[src/rtl/mul_div_unit_pkg.sv]
// Shared definitions for the sequential multiply/divide unit: default width,
// operation encodings and the controller state type.
package mul_div_unit_pkg;

  localparam int WIDTH_DEF = 32;

  localparam logic OP_MUL = 1'b0;
  localparam logic OP_DIV = 1'b1;

  typedef enum logic [1:0] {
    S_IDLE,
    S_CALC,
    S_FINISH
  } state_e;

endpackage

[src/rtl/mul_div_unit_div_step.sv]
// One non-restoring division step: shift the partial remainder left by one,
// then add or subtract the divisor depending on the remainder's sign.
module div_step #(
  parameter int WIDTH = 32
) (
  input  logic [WIDTH+1:0] rem_i,
  input  logic [WIDTH-1:0] quo_i,
  input  logic [WIDTH-1:0] dvs_i,
  output logic [WIDTH+1:0] rem_o,
  output logic [WIDTH-1:0] quo_o
);

  logic [WIDTH+1:0] shifted;
  logic [WIDTH+1:0] dvs_ext;

  // NOTE: every output of this block is assigned on every path, so no latch is inferred.
  always_comb begin
    // |rem_i| stays below the divisor, so dropping its top bit keeps the sign.
    shifted = {rem_i[WIDTH:0], quo_i[WIDTH-1]};
    dvs_ext = {2'b00, dvs_i};
    if (rem_i[WIDTH+1]) rem_o = shifted + dvs_ext;
    else                rem_o = shifted - dvs_ext;
    quo_o = {quo_i[WIDTH-2:0], ~rem_o[WIDTH+1]};
  end

endmodule

[src/rtl/mul_div_unit.sv]
// Iterative signed multiply (radix-2 Booth) / divide (non-restoring) unit.
// One step per clock in CALC; the last CALC cycle applies sign correction.
module mul_div_unit
  import mul_div_unit_pkg::*;
#(
  parameter int WIDTH = WIDTH_DEF,
  parameter int ITERS = WIDTH
) (
  input  logic             clock,
  input  logic             clear,
  input  logic             start,
  input  logic             op,
  input  logic [WIDTH-1:0] y_in,
  input  logic [WIDTH-1:0] bus_in,
  output logic             busy,
  output logic             done,
  output logic             div_by_zero,
  output logic [WIDTH-1:0] z_high,
  output logic [WIDTH-1:0] z_low
);

  localparam int CW = $clog2(ITERS + 1);
  localparam int AW = WIDTH + 2;
  localparam logic [CW-1:0] LAST = CW'(ITERS);

  state_e           state_q, state_d;
  logic [CW-1:0]    cnt_q, cnt_d;
  logic             op_q, op_d;
  logic [AW-1:0]    hi_q, hi_d;      // Booth accumulator / partial remainder
  logic [WIDTH-1:0] lo_q, lo_d;      // multiplier / quotient under construction
  logic             qm1_q, qm1_d;
  logic [WIDTH-1:0] m_q, m_d;        // multiplicand / divisor magnitude
  logic [WIDTH-1:0] dvd_q, dvd_d;
  logic             a_neg_q, a_neg_d;
  logic             b_neg_q, b_neg_d;
  logic             dbz_q, dbz_d;
  logic             busy_q, busy_d;
  logic             done_q, done_d;
  logic             div_by_zero_q, div_by_zero_d;
  logic [WIDTH-1:0] z_high_q, z_high_d;
  logic [WIDTH-1:0] z_low_q, z_low_d;

  logic [AW-1:0]    m_ext, booth_sum;
  logic [AW-1:0]    step_rem;
  logic [WIDTH-1:0] step_quo;
  logic [WIDTH-1:0] y_mag, b_mag;
  logic [WIDTH-1:0] quo_fix, rem_mag, rem_fix;

  assign y_mag = y_in[WIDTH-1]   ? -y_in   : y_in;
  assign b_mag = bus_in[WIDTH-1] ? -bus_in : bus_in;

  assign m_ext = {{2{m_q[WIDTH-1]}}, m_q};
  always_comb begin
    case ({lo_q[0], qm1_q})
      2'b01:   booth_sum = hi_q + m_ext;
      2'b10:   booth_sum = hi_q - m_ext;
      default: booth_sum = hi_q;
    endcase
  end

  div_step #(.WIDTH(WIDTH)) u_div_step (
    .rem_i (hi_q),
    .quo_i (lo_q),
    .dvs_i (m_q),
    .rem_o (step_rem),
    .quo_o (step_quo)
  );

  // Final non-restoring correction, then quotient/remainder sign fix-up.
  assign rem_mag = hi_q[AW-1] ? hi_q[WIDTH-1:0] + m_q : hi_q[WIDTH-1:0];
  assign rem_fix = a_neg_q ? -rem_mag : rem_mag;
  assign quo_fix = (a_neg_q ^ b_neg_q) ? -lo_q : lo_q;

  always_comb begin
    state_d       = state_q;
    cnt_d         = cnt_q;
    op_d          = op_q;
    hi_d          = hi_q;
    lo_d          = lo_q;
    qm1_d         = qm1_q;
    m_d           = m_q;
    dvd_d         = dvd_q;
    a_neg_d       = a_neg_q;
    b_neg_d       = b_neg_q;
    dbz_d         = dbz_q;
    div_by_zero_d = div_by_zero_q;
    z_high_d      = z_high_q;
    z_low_d       = z_low_q;

    case (state_q)
      S_IDLE: begin
        if (start) begin
          state_d       = S_CALC;
          cnt_d         = '0;
          op_d          = op;
          hi_d          = '0;
          qm1_d         = 1'b0;
          dvd_d         = y_in;
          a_neg_d       = y_in[WIDTH-1];
          b_neg_d       = bus_in[WIDTH-1];
          dbz_d         = (op == OP_DIV) && (bus_in == '0);
          div_by_zero_d = 1'b0;
          if (op == OP_MUL) begin
            lo_d = bus_in;
            m_d  = y_in;
          end else begin
            lo_d = y_mag;
            m_d  = b_mag;
          end
        end
      end
      S_CALC: begin
        if (cnt_q == LAST) begin
          state_d = S_FINISH;
          cnt_d   = '0;
          if (op_q == OP_MUL) begin
            z_high_d = hi_q[WIDTH-1:0];
            z_low_d  = lo_q;
          end else if (dbz_q) begin
            z_high_d      = dvd_q;
            z_low_d       = '1;
            div_by_zero_d = 1'b1;
          end else begin
            z_high_d = rem_fix;
            z_low_d  = quo_fix;
          end
        end else begin
          cnt_d = cnt_q + CW'(1);
          if (op_q == OP_MUL) begin
            hi_d  = {booth_sum[AW-1], booth_sum[AW-1:1]};
            lo_d  = {booth_sum[0], lo_q[WIDTH-1:1]};
            qm1_d = lo_q[0];
          end else begin
            hi_d = step_rem;
            lo_d = step_quo;
          end
        end
      end
      S_FINISH: state_d = S_IDLE;
      default:  state_d = S_IDLE;
    endcase

    busy_d = (state_d != S_IDLE);
    done_d = (state_d == S_FINISH);
  end

  // NOTE: sequential state uses non-blocking assignments so every flop samples pre-edge values.
  always_ff @(posedge clock) begin
    if (clear) begin
      state_q       <= S_IDLE;
      cnt_q         <= '0;
      op_q          <= OP_MUL;
      hi_q          <= '0;
      lo_q          <= '0;
      qm1_q         <= 1'b0;
      m_q           <= '0;
      dvd_q         <= '0;
      a_neg_q       <= 1'b0;
      b_neg_q       <= 1'b0;
      dbz_q         <= 1'b0;
      busy_q        <= 1'b0;
      done_q        <= 1'b0;
      div_by_zero_q <= 1'b0;
      z_high_q      <= '0;
      z_low_q       <= '0;
    end else begin
      state_q       <= state_d;
      cnt_q         <= cnt_d;
      op_q          <= op_d;
      hi_q          <= hi_d;
      lo_q          <= lo_d;
      qm1_q         <= qm1_d;
      m_q           <= m_d;
      dvd_q         <= dvd_d;
      a_neg_q       <= a_neg_d;
      b_neg_q       <= b_neg_d;
      dbz_q         <= dbz_d;
      busy_q        <= busy_d;
      done_q        <= done_d;
      div_by_zero_q <= div_by_zero_d;
      z_high_q      <= z_high_d;
      z_low_q       <= z_low_d;
    end
  end

  assign busy        = busy_q;
  assign done        = done_q;
  assign div_by_zero = div_by_zero_q;
  assign z_high      = z_high_q;
  assign z_low       = z_low_q;

endmodule

[config.mk]
export PLATFORM = sky130hd
export DESIGN_NAME = mul_div_unit
export DESIGN_NICKNAME = d
export VERILOG_FILES = /design/src/rtl/mul_div_unit_pkg.sv /design/src/rtl/mul_div_unit_div_step.sv /design/src/rtl/mul_div_unit.sv
export SDC_FILE = /design/constraint.sdc
export NUM_CORES = 1
export LEC_CHECK = 0
export CELL_PAD_IN_SITES_DETAIL_PLACEMENT = 1
export CELL_PAD_IN_SITES_GLOBAL_PLACEMENT = 2
export CORE_ASPECT_RATIO = 1.75
export CORE_MARGIN = 2
export CORE_UTILIZATION = 38
export DETAILED_ROUTE_END_ITERATION = 12
export GPL_TIMING_DRIVEN = 0
export PLACE_DENSITY = 0.89
export SYNTH_ARGS = -nofsm -noshare
export SYNTH_HDL_FRONTEND = slang
export SYNTH_SLANG_ARGS = --single-unit
[constraint.sdc]
create_clock -name clock -period 10.65 [get_ports clock]
set_clock_uncertainty 0.2 [all_clocks]
set_input_delay 2.13 -clock clock [delete_from_list [all_inputs] [get_ports clock]]
set_output_delay 2.13 -clock clock [all_outputs]
set_load 0.005 [all_outputs]
Yosys cells after proc, flatten, opt, wreduce, memory -nomap -nowiden
Index checks and enable logic that the tools add are counted.
{"block": "op_classes", "reduce_logical": 11, "muxes": 35, "n_bitwise": 2, "eq_ne": 11, "add_sub_neg": 10}
{"operator": "2-to-1 mux 32 bit", "n": 14}
{"operator": "2-to-1 mux 34 bit", "n": 4}
{"operator": "case mux 34 bit (2 select lines)", "n": 2}
{"operator": "negation 32 bit", "n": 4}
{"operator": "case mux 32 bit (2 select lines)", "n": 1}
{"operator": "adder 34 x 32 -> 34 bit", "n": 1}
{"operator": "adder 34 bit", "n": 1}
{"operator": "subtractor 34 x 32 -> 34 bit", "n": 1}
{"operator": "subtractor 34 bit", "n": 1}
{"operator": "adder 32 bit", "n": 1}
{"operator": "logical NOT 32 bit", "n": 1}
{"operator": "2-to-1 mux 6 bit", "n": 2}
{"operator": "!= test 2 bit (second input constant)", "n": 6}
{"operator": "case mux 6 bit (2 select lines)", "n": 1}
{"operator": "adder 6 x 1 -> 6 bit (second input constant)", "n": 1}
{"operator": "equality test 6 bit (second input constant)", "n": 1}
{"operator": "2-to-1 mux 1 bit", "n": 6}
{"operator": "AND reduction 2 bit", "n": 3}
{"operator": "AND reduction 5 bit", "n": 1}
{"operator": "equality test 2 x 1 -> 1 bit (second input constant)", "n": 2}
{"operator": "equality test 2 bit (second input constant)", "n": 2}
{"operator": "2-to-1 mux 2 bit", "n": 2}
{"operator": "case mux 1 bit (2 select lines)", "n": 2}
{"operator": "case mux 2 bit (2 select lines)", "n": 1}
{"operator": "other kinds (7)", "n": 8}
{"block": "word_totals", "output_inout_bits": 67, "ff_bits": 210, "word_cells": 85, "inputBits": 68}

Depth between registers and ports, before layout
{"block": "depth", "depth_word": 6, "depth_mapped": 24, "ltp_nobuf": 21}

Modules after synthesis
Synthesis repeated with hierarchy kept, for this count alone.
{"block": "unflattened", "cells_unflattened": 2752, "area_unflattened_um2": 19804.0}
{"mod": "mul_div_unit", "area_per_inst_um2": 17046.3, "cells_each": 2347, "instances": 1, "seq_area_each_um2": 4184.0}
{"mod": "div_step", "area_per_inst_um2": 2757.6, "cells_each": 405, "instances": 1, "seq_area_each_um2": 0.0}

Worst setup path before layout
No wires, ideal clock.
{"block": "synth_path", "path_kind": "reg-to-reg", "startpoint": "register hi_q[33]", "endpoint": "register hi_q[32]", "setup_time_ns": 0.126, "synth_period_minus_slack_ns": 5.588, "required_ns": 10.324, "path_slack_ns": 5.062, "path_stages_with_launch": 24, "path_buffers": 9, "arrival_ns": 5.262, "path_cell_list": "dfxtp_1 buf_2 clkbuf_1 clkbuf_1 buf_2 buf_1 buf_1 buf_2 buf_2 buf_1 nor2_1 xor2_1 ha_1 nor2b_1 o21a_1 o21ai_0 a211oi_1 o21ba_2 a31oi_1 o31ai_1 a311oi_1 o21ai_0 xnor2_1 o21ai_0"}
{"block": "synth_via", "elab_chain_len": 5, "elab_cells_between_ends": 7, "cone_classes": "add/sub: 2; mux: 5"}
{"element": "start: declaration", "line": "mul_div_unit.sv:29", "source": "logic [AW-1:0] hi_q, hi_d;"}
{"element": "start signal: assignment", "line": "mul_div_unit.sv:170", "source": "hi_q <= hi_d;"}
{"element": "subtractor 34 bit / adder 34 bit (equally long branches)", "line": "mul_div_unit.sv:56, mul_div_unit.sv:55"}
{"element": "case mux 34 bit (2 select lines)", "line": "mul_div_unit.sv:54", "source": "case ({lo_q[0], qm1_q})"}
{"element": "2-to-1 mux 34 bit (*)", "line": "mul_div_unit.sv:129", "source": "if (op_q == OP_MUL) begin"}
{"element": "2-to-1 mux 34 bit (*)", "line": "mul_div_unit.sv:113", "source": "if (cnt_q == LAST) begin"}
{"element": "case mux 34 bit (2 select lines) (*)", "line": "mul_div_unit.sv:90", "source": "case (state_q)"}
Every way passes the cells marked *; elsewhere a longest branch is shown, timed or not. The select of a mux whose other input is x is not followed.
A chain may end at the register's enable or synchronous reset.

Final worst setup path
{"block": "layout_path", "startpoint": "register hi_q[33]", "endpoint": "register lo_q[0]"}
{"block": "layout_via", "elab_chain_len": 5}
{"element": "2-to-1 mux 34 bit", "line": "mul_div_unit_div_step.sv:21", "source": "if (rem_i[WIDTH+1]) rem_o = shifted + dvs_ext;"}
{"element": "NOT 1 bit", "line": "mul_div_unit_div_step.sv:23", "source": "quo_o = {quo_i[WIDTH-2:0], ~rem_o[WIDTH+1]};"}
{"element": "2-to-1 mux 32 bit", "line": "mul_div_unit.sv:129"}
{"element": "2-to-1 mux 32 bit", "line": "mul_div_unit.sv:113"}
{"element": "case mux 32 bit (2 select lines)", "line": "mul_div_unit.sv:90"}
{"element": "end signal: assignment", "line": "mul_div_unit.sv:171", "source": "lo_q <= lo_d;"}
{"element": "end: declaration", "line": "mul_div_unit.sv:30", "source": "logic [WIDTH-1:0] lo_q, lo_d;"}
No other way between the ends. The select of a mux whose other input is x is not followed.

==> impl_summary.log <==
[metrics] run status: complete, no violations
[metrics] type of element launching the critical path: register
[metrics] adder and majority gate portion of the synthesized area: 0.07059
[metrics] source-to-sink clock delay at the later pin of the worst-skew pair: 540 ps
[metrics] kind of end point of the critical path: register
[metrics] worst hold path type: register to register
[metrics] Die Ht: 303.4 µm
[metrics] number of hold violations in the final report: 0
[metrics] count of final setup violators: 0
[metrics] arrival time worst endpoint: 9580 ps
[metrics] power per cell area: 135.6 nW/µm²
[metrics] Crit Path Max Fanout: 10
[metrics] IO Pins: 135
[metrics] final design utilization: 0.4435
[metrics] Worst R2R Start: hi_q[33]$_SDFFE_PP0P_
[metrics] relative area change from synthesis to final layout: 15.30%
[metrics] average size of a mapped cell: 7.184 µm²
[metrics] Synth warnings: 0
[metrics] minimum clock period: 9386 ps
[metrics] full die area: 53110 µm²
[metrics] setup TNS after final layout: 0 ps
[metrics] Worst Hold Depth: 2
[metrics] share of the clock period used by the worst path: 0.8813
[metrics] proportion of layout cells with a drive suffix above 1: 0.03160
[metrics] cell at the root of the clock tree: sky130_fd_sc_hd__clkbuf_16
[metrics] Vias per Instance: 6.294
[metrics] fraction of synthesized area in multiplexers: 0.03260
[metrics] cts bufs inserted: 22
[metrics] dpl ws: 1531 ps
[metrics] number of nets produced by synthesis: 2885
[metrics] Via Count: 22.33k
[metrics] Peak VDD IR: 0.1313 mV
[metrics] standard-cell rows: 109
[metrics] worst slew margin relative to its limit: 0.1799
[metrics] post-synth design cell area: 19460 µm²
[metrics] Filler Cells Inserted: 6428
[metrics] first-pass GRT wire length: 145.7 mm
[metrics] combinational family with the most area after synthesis: compound AO/OA/AOI/OAI gates
[metrics] type of the worst setup path: register to register
[metrics] main flop type after synthesis: sky130_fd_sc_hd__dfxtp_1
[metrics] detailed-route wire length per cell: 27.96 µm
[metrics] slew at the pin closest to its max-slew limit: 1227 ps
[metrics] cell with the most instances on the worst path: sky130_fd_sc_hd__buf_2
[metrics] Final Hold Slack: 257.9 ps
[metrics] Num Clock Sinks: 209
[metrics] highest clock frequency the design can meet: 0.1065 GHz
[metrics] CTS H-tree lvls: 1
[metrics] total of max-cap violations: 0
[metrics] synthesized netlist cell count: 2709
[metrics] highest cell delay on the worst timing path: 850 ps
[metrics] router iterations before antenna repair: 5
[metrics] compound-gate portion of the synthesized area: 0.2988
[metrics] post-DP HPWL: 81.17 mm
[metrics] Placeable Area: 50600 µm²
[metrics] Chip Width: 175.1 µm
[metrics] Routed Antenna Nets: 0
[metrics] overflow left after global routing: 0
[metrics] number of buffers inserted by port buffering: 131
[metrics] worst path setup slack after routing: 1264 ps
[metrics] fin nets: 3041
[metrics] setup slack, reg-to-reg: 1260 ps
[metrics] RR Endpoint: lo_q[0]$_SDFFE_PP0P_
[metrics] cell family with most CP delay: buffers and inverters
[metrics] Yosys reg bits: 209
[metrics] Max Root-Sink Buffers: 3
[metrics] post-CTS resize count: 0
[metrics] count of distinct cell types in the synthesized netlist: 91
[metrics] chain of cells forming the critical path: buf_2 -> clkbuf_1 -> clkbuf_1 -> buf_2 -> buf_1 -> buf_1 -> buf_2 -> buf_2 -> buf_1 -> nor2_1 -> xor2_1 -> ha_1 -> nand4_1 -> or4_1 -> nand3_1 -> a31oi_1 -> o21ai_0 -> a21o_1 -> o21ai_0 -> a2111oi_2 -> a211o_1 -> a21oi_1
[metrics] Total GRT Usage: 0.3647
[metrics] share of the synthesized netlist area taken by xor and xnor gates: 0.1062
[metrics] proportion of synthesized flip-flops having asynchronous set or reset: 0
[metrics] FF-to-FF path depth: 22
[metrics] total power: 3.043 mW
[metrics] unrepaired setup endpoints after global routing: no
[metrics] endpoint required time on the critical path: 10840 ps
[metrics] Post-Synth Simple-Gate Area: 0.2290
[metrics] number of synthesized flops with an enable pin: 0
[metrics] TritonCTS clock tree: built
[metrics] leakage power: 8.095 nW
[metrics] total buffers and inverters traversed by the critical path: 9
[metrics] routability congestion estimate: 1.008
[metrics] Total Routed Length: 99.18 mm
[metrics] Seq/Total Area, Yosys: 0.2150
[metrics] hold path startpoint: dvd_q[9]$_SDFFE_PP0P_
[metrics] hold buffer count at CTS: 0
[metrics] Final Max Slew Viols: 0
[metrics] clock-pin slew reported for the worst setup and hold paths after clock tree synthesis: 80 ps
[metrics] worst min-delay path endpoint: dvd_q[9]$_SDFFE_PP0P_
[metrics] antenna violations before repair: 1
[metrics] Post-CTS Setup Inserts: 0
[metrics] maximum number of pins on one net before global-route repair: 17
[metrics] violation count after the first detailed-route iteration: 1348
[metrics] initial core utilization: 0.3846
[metrics] DRC violations left: 0
[metrics] vias in the first global route: 23.58k
[metrics] crit path max-delay cell type: sky130_fd_sc_hd__a2111oi_2
cells in the mapped netlist, drive strengths merged, types with 16 or more instances:
library cell | n | area share
a21oi | 278 | 0.071
or4 | 20 | 0.0081
nor3 | 55 | 0.014
nand3 | 41 | 0.011
nor2 | 355 | 0.068
o211ai | 57 | 0.022
a211oi | 137 | 0.053
nor2b | 17 | 0.0055
xnor2 | 92 | 0.041
nand2b | 24 | 0.0081
nand2 | 291 | 0.056
a21o | 40 | 0.015
xor2 | 144 | 0.065
a2111oi | 16 | 0.0076
mux2i | 60 | 0.031
o21ai | 158 | 0.041
o41ai | 21 | 0.010
o21a | 18 | 0.0069
nand4 | 24 | 0.0077
ha | 105 | 0.068
clkbuf | 155 | 0.030
and3 | 25 | 0.0080
or3 | 32 | 0.011
a31oi | 30 | 0.0096
nor4 | 22 | 0.0077
buf | 30 | 0.0078
inv | 42 | 0.0081
o31ai | 36 | 0.015
dfxtp | 209 | 0.21
metal layers:
layer / GRT usage / vias to the layer above / part of all wire / routed length [µm]
met4: 0.2980 / 0 / 0.096 / 9500
li1: - / 10190 / - / -
met2: 0.6829 / 839 / 0.51 / 50500
met5: 0 / - / 0 / 0
met1: 0.3631 / 10940 / 0.35 / 34330
met3: 0.03723 / 359 / 0.049 / 4845
worst max path at each step:
| stage | endpoint | slack [ps] | start | cells past startpoint |
|---|---|---|---|---|
| finish | lo_q[0]$_SDFFE_PP0P_ | 1260 | hi_q[33]$_SDFFE_PP0P_ | 22 |
| global route | lo_q[0]$_SDFFE_PP0P_ | 1130 | hi_q[33]$_SDFFE_PP0P_ | 22 |
| CTS | lo_q[0]$_SDFFE_PP0P_ | 1500 | hi_q[33]$_SDFFE_PP0P_ | 22 |
| detailed placement | lo_q[0]$_SDFFE_PP0P_ | 1530 | hi_q[33]$_SDFFE_PP0P_ | 22 |
| global placement | lo_q[0]$_SDFFE_PP0P_ | 720 | hi_q[33]$_SDFFE_PP0P_ | 22 |
| floorplan | hi_q[32]$_SDFFE_PP0P_ | 5060 | hi_q[33]$_SDFFE_PP0P_ | 23 |
cell type report:
cell class	instances	area (µm²)	area share
antenna	1	2.502	0.0001115
clock inverter	15	222.7	0.009926
inverter	44	165.2	0.007361
sequential	209	4184	0.1865
buffer	188	764.5	0.03407
clock buffer	24	589.3	0.02626
tap	666	833.3	0.03714
multi-input combinational	2268	14350	0.6397
timing repair buffer	132	1323	0.05894
report_power, final:
part | switching, mW | internal [mW]
clock | 0.379 | 0.526
sequential | 0.0808 | 0.820
combinational | 0.807 | 0.431
total | 1.27 | 1.78
worst register-to-register path, delay by kind of cell, from the launching register on:
family	cells	cell delay, ps
xor+xnor	1	190
compound gates	7	2610
simple gates	4	1080
flops	1	430
buf+inv	9	4350
fa+ha+maj	1	390
kinds of logic (layout without fill, tap and decap cells):
kind of cell	Yosys count	count (layout)
compound gates	895	895
fa+ha+maj	108	108
xor+xnor	236	236
other cells	0	1
buf+inv	232	403
mux	63	63
flops	209	209
simple gates	966	966
sequential cells by signal (all words and copies together) (netlist names):
| signal | count |
|---|---|
| state_q | 2 |
| m_q | 32 |
| done | 1 |
| z_low | 32 |
| cnt_q | 6 |
| b_neg_q | 1 |
| hi_q | 34 |
| qm1_q | 1 |
| dvd_q | 32 |
| div_by_zero | 1 |
| dbz_q | 1 |
| busy | 1 |
| op_q | 1 |
| z_high | 32 |
| lo_q | 32 |
through the flow:
step | cell area, µm² | instances
final | 22440 | 3547
after global routing | 22440 | 3546
after CTS | 22420 | 3545
after detailed placement | 21610 | 3506
after global placement | 21610 | 3506
after floorplan | 19460 | 2709
cells in the final DEF (no fill, tap or decap), types with 30 or more instances in the layout:
cell	netlist	routed
sky130_fd_sc_hd__nand2_1	291	291
sky130_fd_sc_hd__o21ai_0	152	152
sky130_fd_sc_hd__a21oi_1	278	278
sky130_fd_sc_hd__inv_1	42	42
sky130_fd_sc_hd__a211oi_1	136	136
sky130_fd_sc_hd__nand3_1	41	41
sky130_fd_sc_hd__ha_1	105	105
sky130_fd_sc_hd__o31ai_1	35	35
sky130_fd_sc_hd__xnor2_1	92	92
sky130_fd_sc_hd__xor2_1	144	144
sky130_fd_sc_hd__clkdlybuf4s50_1	1	132
sky130_fd_sc_hd__nor3_1	54	54
sky130_fd_sc_hd__o211ai_1	57	57
sky130_fd_sc_hd__a31oi_1	30	30
sky130_fd_sc_hd__dfxtp_1	209	209
sky130_fd_sc_hd__nor2_1	355	355
sky130_fd_sc_hd__a21o_1	40	40
sky130_fd_sc_hd__clkbuf_1	154	154
sky130_fd_sc_hd__mux2i_1	60	60
(Power assumes the default switching activity.)
==> RTL change 1 (same settings) <==
The package constant `WIDTH_DEF` goes from 32 to 16.
--- a/src/rtl/mul_div_unit_pkg.sv
+++ b/src/rtl/mul_div_unit_pkg.sv
@@ -3,5 +3,5 @@
 package mul_div_unit_pkg;
 
-  localparam int WIDTH_DEF = 32;
+  localparam int WIDTH_DEF = 16;
 
   localparam logic OP_MUL = 1'b0;
Ports: changed (resized bus_in, y_in, z_high and z_low); port bits go from 135 to 71. The function was not compared with the original's and may differ.
==> RTL change 1 against the original RTL <==
  * Critical path depth down 5
  * Power fell by 53%
  * Sequential cell count is 97 lower
  * Worst setup slack better by 3.0 ns
  * Final cell count is 52% lower
  * Largest power group unchanged
  * Design area is 51% lower
  * Area after synthesis decreased by 51%
  * Routed wire length is 58% lower
==> RTL change 1: results <==
[synthesis]
multiplexer_fraction_of_the_synthesized_cell_area_pct = 3.55
synth.yosys.seq_area_share_pct = 23.5
synth_top_cells_by_area = sky130_fd_sc_hd__dfxtp_1, sky130_fd_sc_hd__ha_1, sky130_fd_sc_hd__nor2_1
synth_commonest_cells = sky130_fd_sc_hd__nor2_1, sky130_fd_sc_hd__nand2_1, sky130_fd_sc_hd__a21oi_1, sky130_fd_sc_hd__dfxtp_1, sky130_fd_sc_hd__clkbuf_1
post_synth_num_cell_types = 79
number_of_instances_in_the_synthesized_netlist = 1302
synth_compound_area_share_pct = 27.4
synth-xor-area-share_pct = 9.35
synth_adder_area_share_pct = 8.10
mappedNetlistNets = 1398

[global_route]
grt_first_pass_wirelength_mm = 63.1
pin_count_of_the_biggest_net_entering_global_routing = 20
track_usage_pct = 32.6
first_global_vias = 10873
initial_antenna_violation_count = 0

[final_layout]
flow.area_growth_from_synthesis_pct = 14.2
fillers = 3109
layout.cell_area.non_filler_mm2 = 0.0109
antenna_cells = 0
final_layout_size_suffix_gt1_share_pct = 3.25
total_nets_final = 1476
multi_input_combinational_cell_area_mm2 = 0.00684

[drt]
drt-met1-wl_mm = 14.4
dr_total_vias = 10390
drc_violation_total_after_the_first_tritonroute_iteration = 580
met2WireLength_mm = 22.3
wl_per_cell_um = 24.7
detail_route.first_pass.iterations = 7
detailroute.wirelength.met3_mm = 1.33

[sta]
max_slew.worst_pin.slew_ns = 1.04
finalCriticalPeriod_ns = 6.34
hold_slack_ns = 0.261

[placed_design]
detailedPlacementHpwl_mm = 34.0
numPortBuffers = 66

[clock_network]
number_of_buffers_inserted_during_clock_tree_synthesis = 9
worst_skew_pair_latency_ns = 0.39
max-clock-path-buffers = 2
htreeDepth = 3

[worst_setup_path]
ff2ff_setup_slack_ns = 4.31

[outcome]
status = completed

[power]
leakagePower_nw = 4.00
total_switching_power_w = 0.000598
## RTL change 1: cell types whose count changed after synthesis, sizes merged, moves of 50 or more
cell and change:
dfxtp -97, xor2 -84, clkbuf -82, nand2 -149
a211oi -77, o21ai -104, xnor2 -50, a21oi -152
nor2 -185
## RTL change 1: power groups by stage
| stage | logic [W] | clock network (W) | registers, W |
|---|---|---|---|
| final | 0.000595 | 0.000354 | 0.000482 |
| after global routing | 0.000652 | 0.000372 | 0.000483 |
| after CTS | 0.000591 | 0.000358 | 0.000481 |
| after detailed placement | 0.000587 | 0 | 0.000491 |
| after global placement | 0.000576 | 0 | 0.000490 |
| after floorplan | 0.000416 | 0 | 0.000469 |
## RTL change 1: cell type report
type | instances | area share (%)
inverter | 40 | 1.38
sequential | 112 | 20.6
multi-input combinational | 1067 | 62.7
buffer | 83 | 2.91
clock buffer | 10 | 2.19
tap | 312 | 3.58
clock inverter | 6 | 0.471
timing repair buffer | 67 | 6.15
## RTL change 1: layer usage
layer / vias to the layer above / track usage, %
met5: - / 0
met4: 0 / 25.7
met3: 163 / 4.41
met2: 318 / 61.2
met1: 5064 / 30.9
li1: 4845 / -
## RTL change 1: cells by family after synthesis
kind of cell               Yosys count
AOI/OAI and AO/OA                  389
xor gates and xnor gates           102
adders and majority gates           60
buffers and inverters              123
DFF                                112
muxes                               33
and+or+nand+nor                    483
## RTL change 1: worst max-delay path: stages (launching register included)
cell	delay [ns]
sky130_fd_sc_hd__dfxtp_1	0.37
sky130_fd_sc_hd__clkbuf_1	0.50
sky130_fd_sc_hd__clkbuf_1	0.51
sky130_fd_sc_hd__clkbuf_1	0.53
sky130_fd_sc_hd__clkbuf_1	0.61
sky130_fd_sc_hd__buf_1	0.47
sky130_fd_sc_hd__nor2_1	0.12
sky130_fd_sc_hd__xor2_1	0.17
sky130_fd_sc_hd__ha_1	0.35
sky130_fd_sc_hd__a21o_1	0.19
sky130_fd_sc_hd__a21o_1	0.22
sky130_fd_sc_hd__or3_1	0.31
sky130_fd_sc_hd__nor3_1	0.38
sky130_fd_sc_hd__nor3_1	0.20
sky130_fd_sc_hd__o41ai_1	0.47
sky130_fd_sc_hd__nand3_1	0.13
sky130_fd_sc_hd__a21oi_1	0.34
sky130_fd_sc_hd__o31ai_1	0.13
## RTL change 1: final timing paths
kind | from | end | cells after the start
max | hi_q[17]$_SDFFE_PP0P_ | hi_q[17]$_SDFFE_PP0P_ | 17
min | z_high[4]$_SDFFE_PP0P_ | z_high[4]$_SDFFE_PP0P_ | 2
max reg2reg | hi_q[17]$_SDFFE_PP0P_ | hi_q[17]$_SDFFE_PP0P_ | 17
min reg2reg | z_high[4]$_SDFFE_PP0P_ | z_high[4]$_SDFFE_PP0P_ | 2
==> RTL change 2 (same settings) <==
Made on the original files. One comparison of `cnt_q` changes from == to >=.
--- a/src/rtl/mul_div_unit.sv
+++ b/src/rtl/mul_div_unit.sv
@@ -111,5 +111,5 @@
       end
       S_CALC: begin
-        if (cnt_q == LAST) begin
+        if (cnt_q >= LAST) begin
           state_d = S_FINISH;
           cnt_d   = '0;
Formal check against the unedited RTL: same outputs for any inputs over 10 cycles, from zero or initial values; that may be too few to reach the edited logic, so the function may still have changed.
==> RTL change 2 against the original RTL <==
  * Non-clock buffer count decreased by 13
  * Routed wire length rose by 1.1%
  * Design area shrank 1.3%
  * Worst setup slack improved by 0.77 ns
  * Area after synthesis down 1.2%
  * Sequential cell count unchanged
  * Final cell count shrank 0.51%
  * Critical endpoint is now hi_q[26]$_SDFFE_PP0P_
  * Power decreased by 3.6%
  * Critical path type unchanged
==> RTL change 2: results <==
[final_layout]
final_layout_size_suffix_gt1_share_pct = 3.25
antenna_cells = 0
largest_reg_flops = 34
total_nets_final = 3022
largest-register = hi_q
final_cells = 3529

[placed_design]
postPlaceCellArea_mm2 = 0.0213
routabilityCongestion = 1.01
detailedPlacementHpwl_mm = 81.7
numPortBuffers = 129
setup_slack_placement_ns = 2.34

[synthesis]
synth_commonest_cells = sky130_fd_sc_hd__nor2_1, sky130_fd_sc_hd__a21oi_1, sky130_fd_sc_hd__nand2_1, sky130_fd_sc_hd__dfxtp_1, sky130_fd_sc_hd__o21ai_0
synth_top_cells_by_area = sky130_fd_sc_hd__dfxtp_1, sky130_fd_sc_hd__a21oi_1, sky130_fd_sc_hd__ha_1
mappedNetlistNets = 2867
synth.yosys.seq_area_share_pct = 21.8
synth.yosys.warnings = 0
number_of_instances_in_the_synthesized_netlist = 2691
post_synth_num_cell_types = 93

[clock_network]
clk_transition_reported_paths_ns = 0.07
max-clock-path-buffers = 3
worst_skew_pair_latency_ns = 0.57
number_of_buffers_inserted_during_clock_tree_synthesis = 24
cts-root-buf = sky130_fd_sc_hd__clkbuf_16

[sta]
hold_slack_ns = 0.265
timing_limited_maximum_frequency_ghz = 0.116
max_slew.worst_pin.slew_ns = 1.40

[min_path]
min_from = dvd_q[28]$_SDFFE_PP0P_
worst_hold_path_type = flop to flop
hold-path-endpoint = dvd_q[28]$_SDFFE_PP0P_

[power]
leakagePower_nw = 8.22
ir_worst_vdd_mv = 0.107

[global_route]
track_usage_pct = 37.4
pin_count_of_the_biggest_net_entering_global_routing = 14
grt.met1_usage_pct = 35.0
first_global_vias = 23601
gr-usage-met2_pct = 69.2
initial_antenna_violation_count = 1
grt_first_pass_wirelength_mm = 147
grt.met3_usage_pct = 5.51

[drt]
wl_per_cell_um = 28.4
drt-met1-wl_mm = 33.7
vias_per_cell = 6.21
detailroute.wirelength.met3_mm = 4.76
met2WireLength_mm = 50.8
detail_route.first_pass.iterations = 5
drc_violation_total_after_the_first_tritonroute_iteration = 1310

[worst_setup_path]
critPathMaxStageDelay_ns = 0.80
critical_path.slowest_cell = sky130_fd_sc_hd__a31oi_1
cp.arrival_ns = 8.86
ff2ff_setup_slack_ns = 2.04
crit_fanout = 10
reg2regPathDepth = 21
regToRegEndpoint = hi_q[26]$_SDFFE_PP0P_

[outcome]
status = completed
==> RTL change 2: how the worst max path moves through the flow <==
stage                          startpoint                     to  depth (start not counted)
floorplan           hi_q[33]$_SDFFE_PP0P_  hi_q[30]$_SDFFE_PP0P_                         21
global placement    hi_q[33]$_SDFFE_PP0P_  hi_q[26]$_SDFFE_PP0P_                         21
detailed placement  hi_q[33]$_SDFFE_PP0P_  hi_q[26]$_SDFFE_PP0P_                         21
CTS                 hi_q[33]$_SDFFE_PP0P_  hi_q[26]$_SDFFE_PP0P_                         21
global route        hi_q[33]$_SDFFE_PP0P_  hi_q[26]$_SDFFE_PP0P_                         21
finish              hi_q[33]$_SDFFE_PP0P_  hi_q[26]$_SDFFE_PP0P_                         21
==> RTL change 2: cell type report <==
type	count	area (um^2)
Buffer	178	696
Clock buffer	32	702
Clock inverter	11	101
Fill cell	6557	28000
Inverter	58	218
Multi-Input combinational cell	2246	14100
Sequential cell	209	4180
Tap cell	666	833
Timing Repair Buffer	129	1290
==> RTL change 2: logic make-up (layout without fill, tap and decap cells) <==
logic type / count (synthesis) / count (layout) / synth area share, %
AOI/OAI and AO/OA: 892 / 892 / 29.7
xor gates and xnor gates: 237 / 237 / 10.8
adders and majority gates: 108 / 108 / 7.15
buffers and inverters: 236 / 408 / 4.75
DFF: 209 / 209 / 21.8
muxes: 66 / 66 / 3.51
and+or+nand+nor: 943 / 943 / 22.3
==> RTL change 2: power breakdown <==
group,total (W),leakage [nW],internal (W),switching (W)
Sequential,0.000883,1.70,0.000818,0.0000654
Combinational,0.00116,6.13,0.000402,0.000758
Clock,0.000891,0.386,0.000489,0.000401
Total,0.00293,8.22,0.00171,0.00123
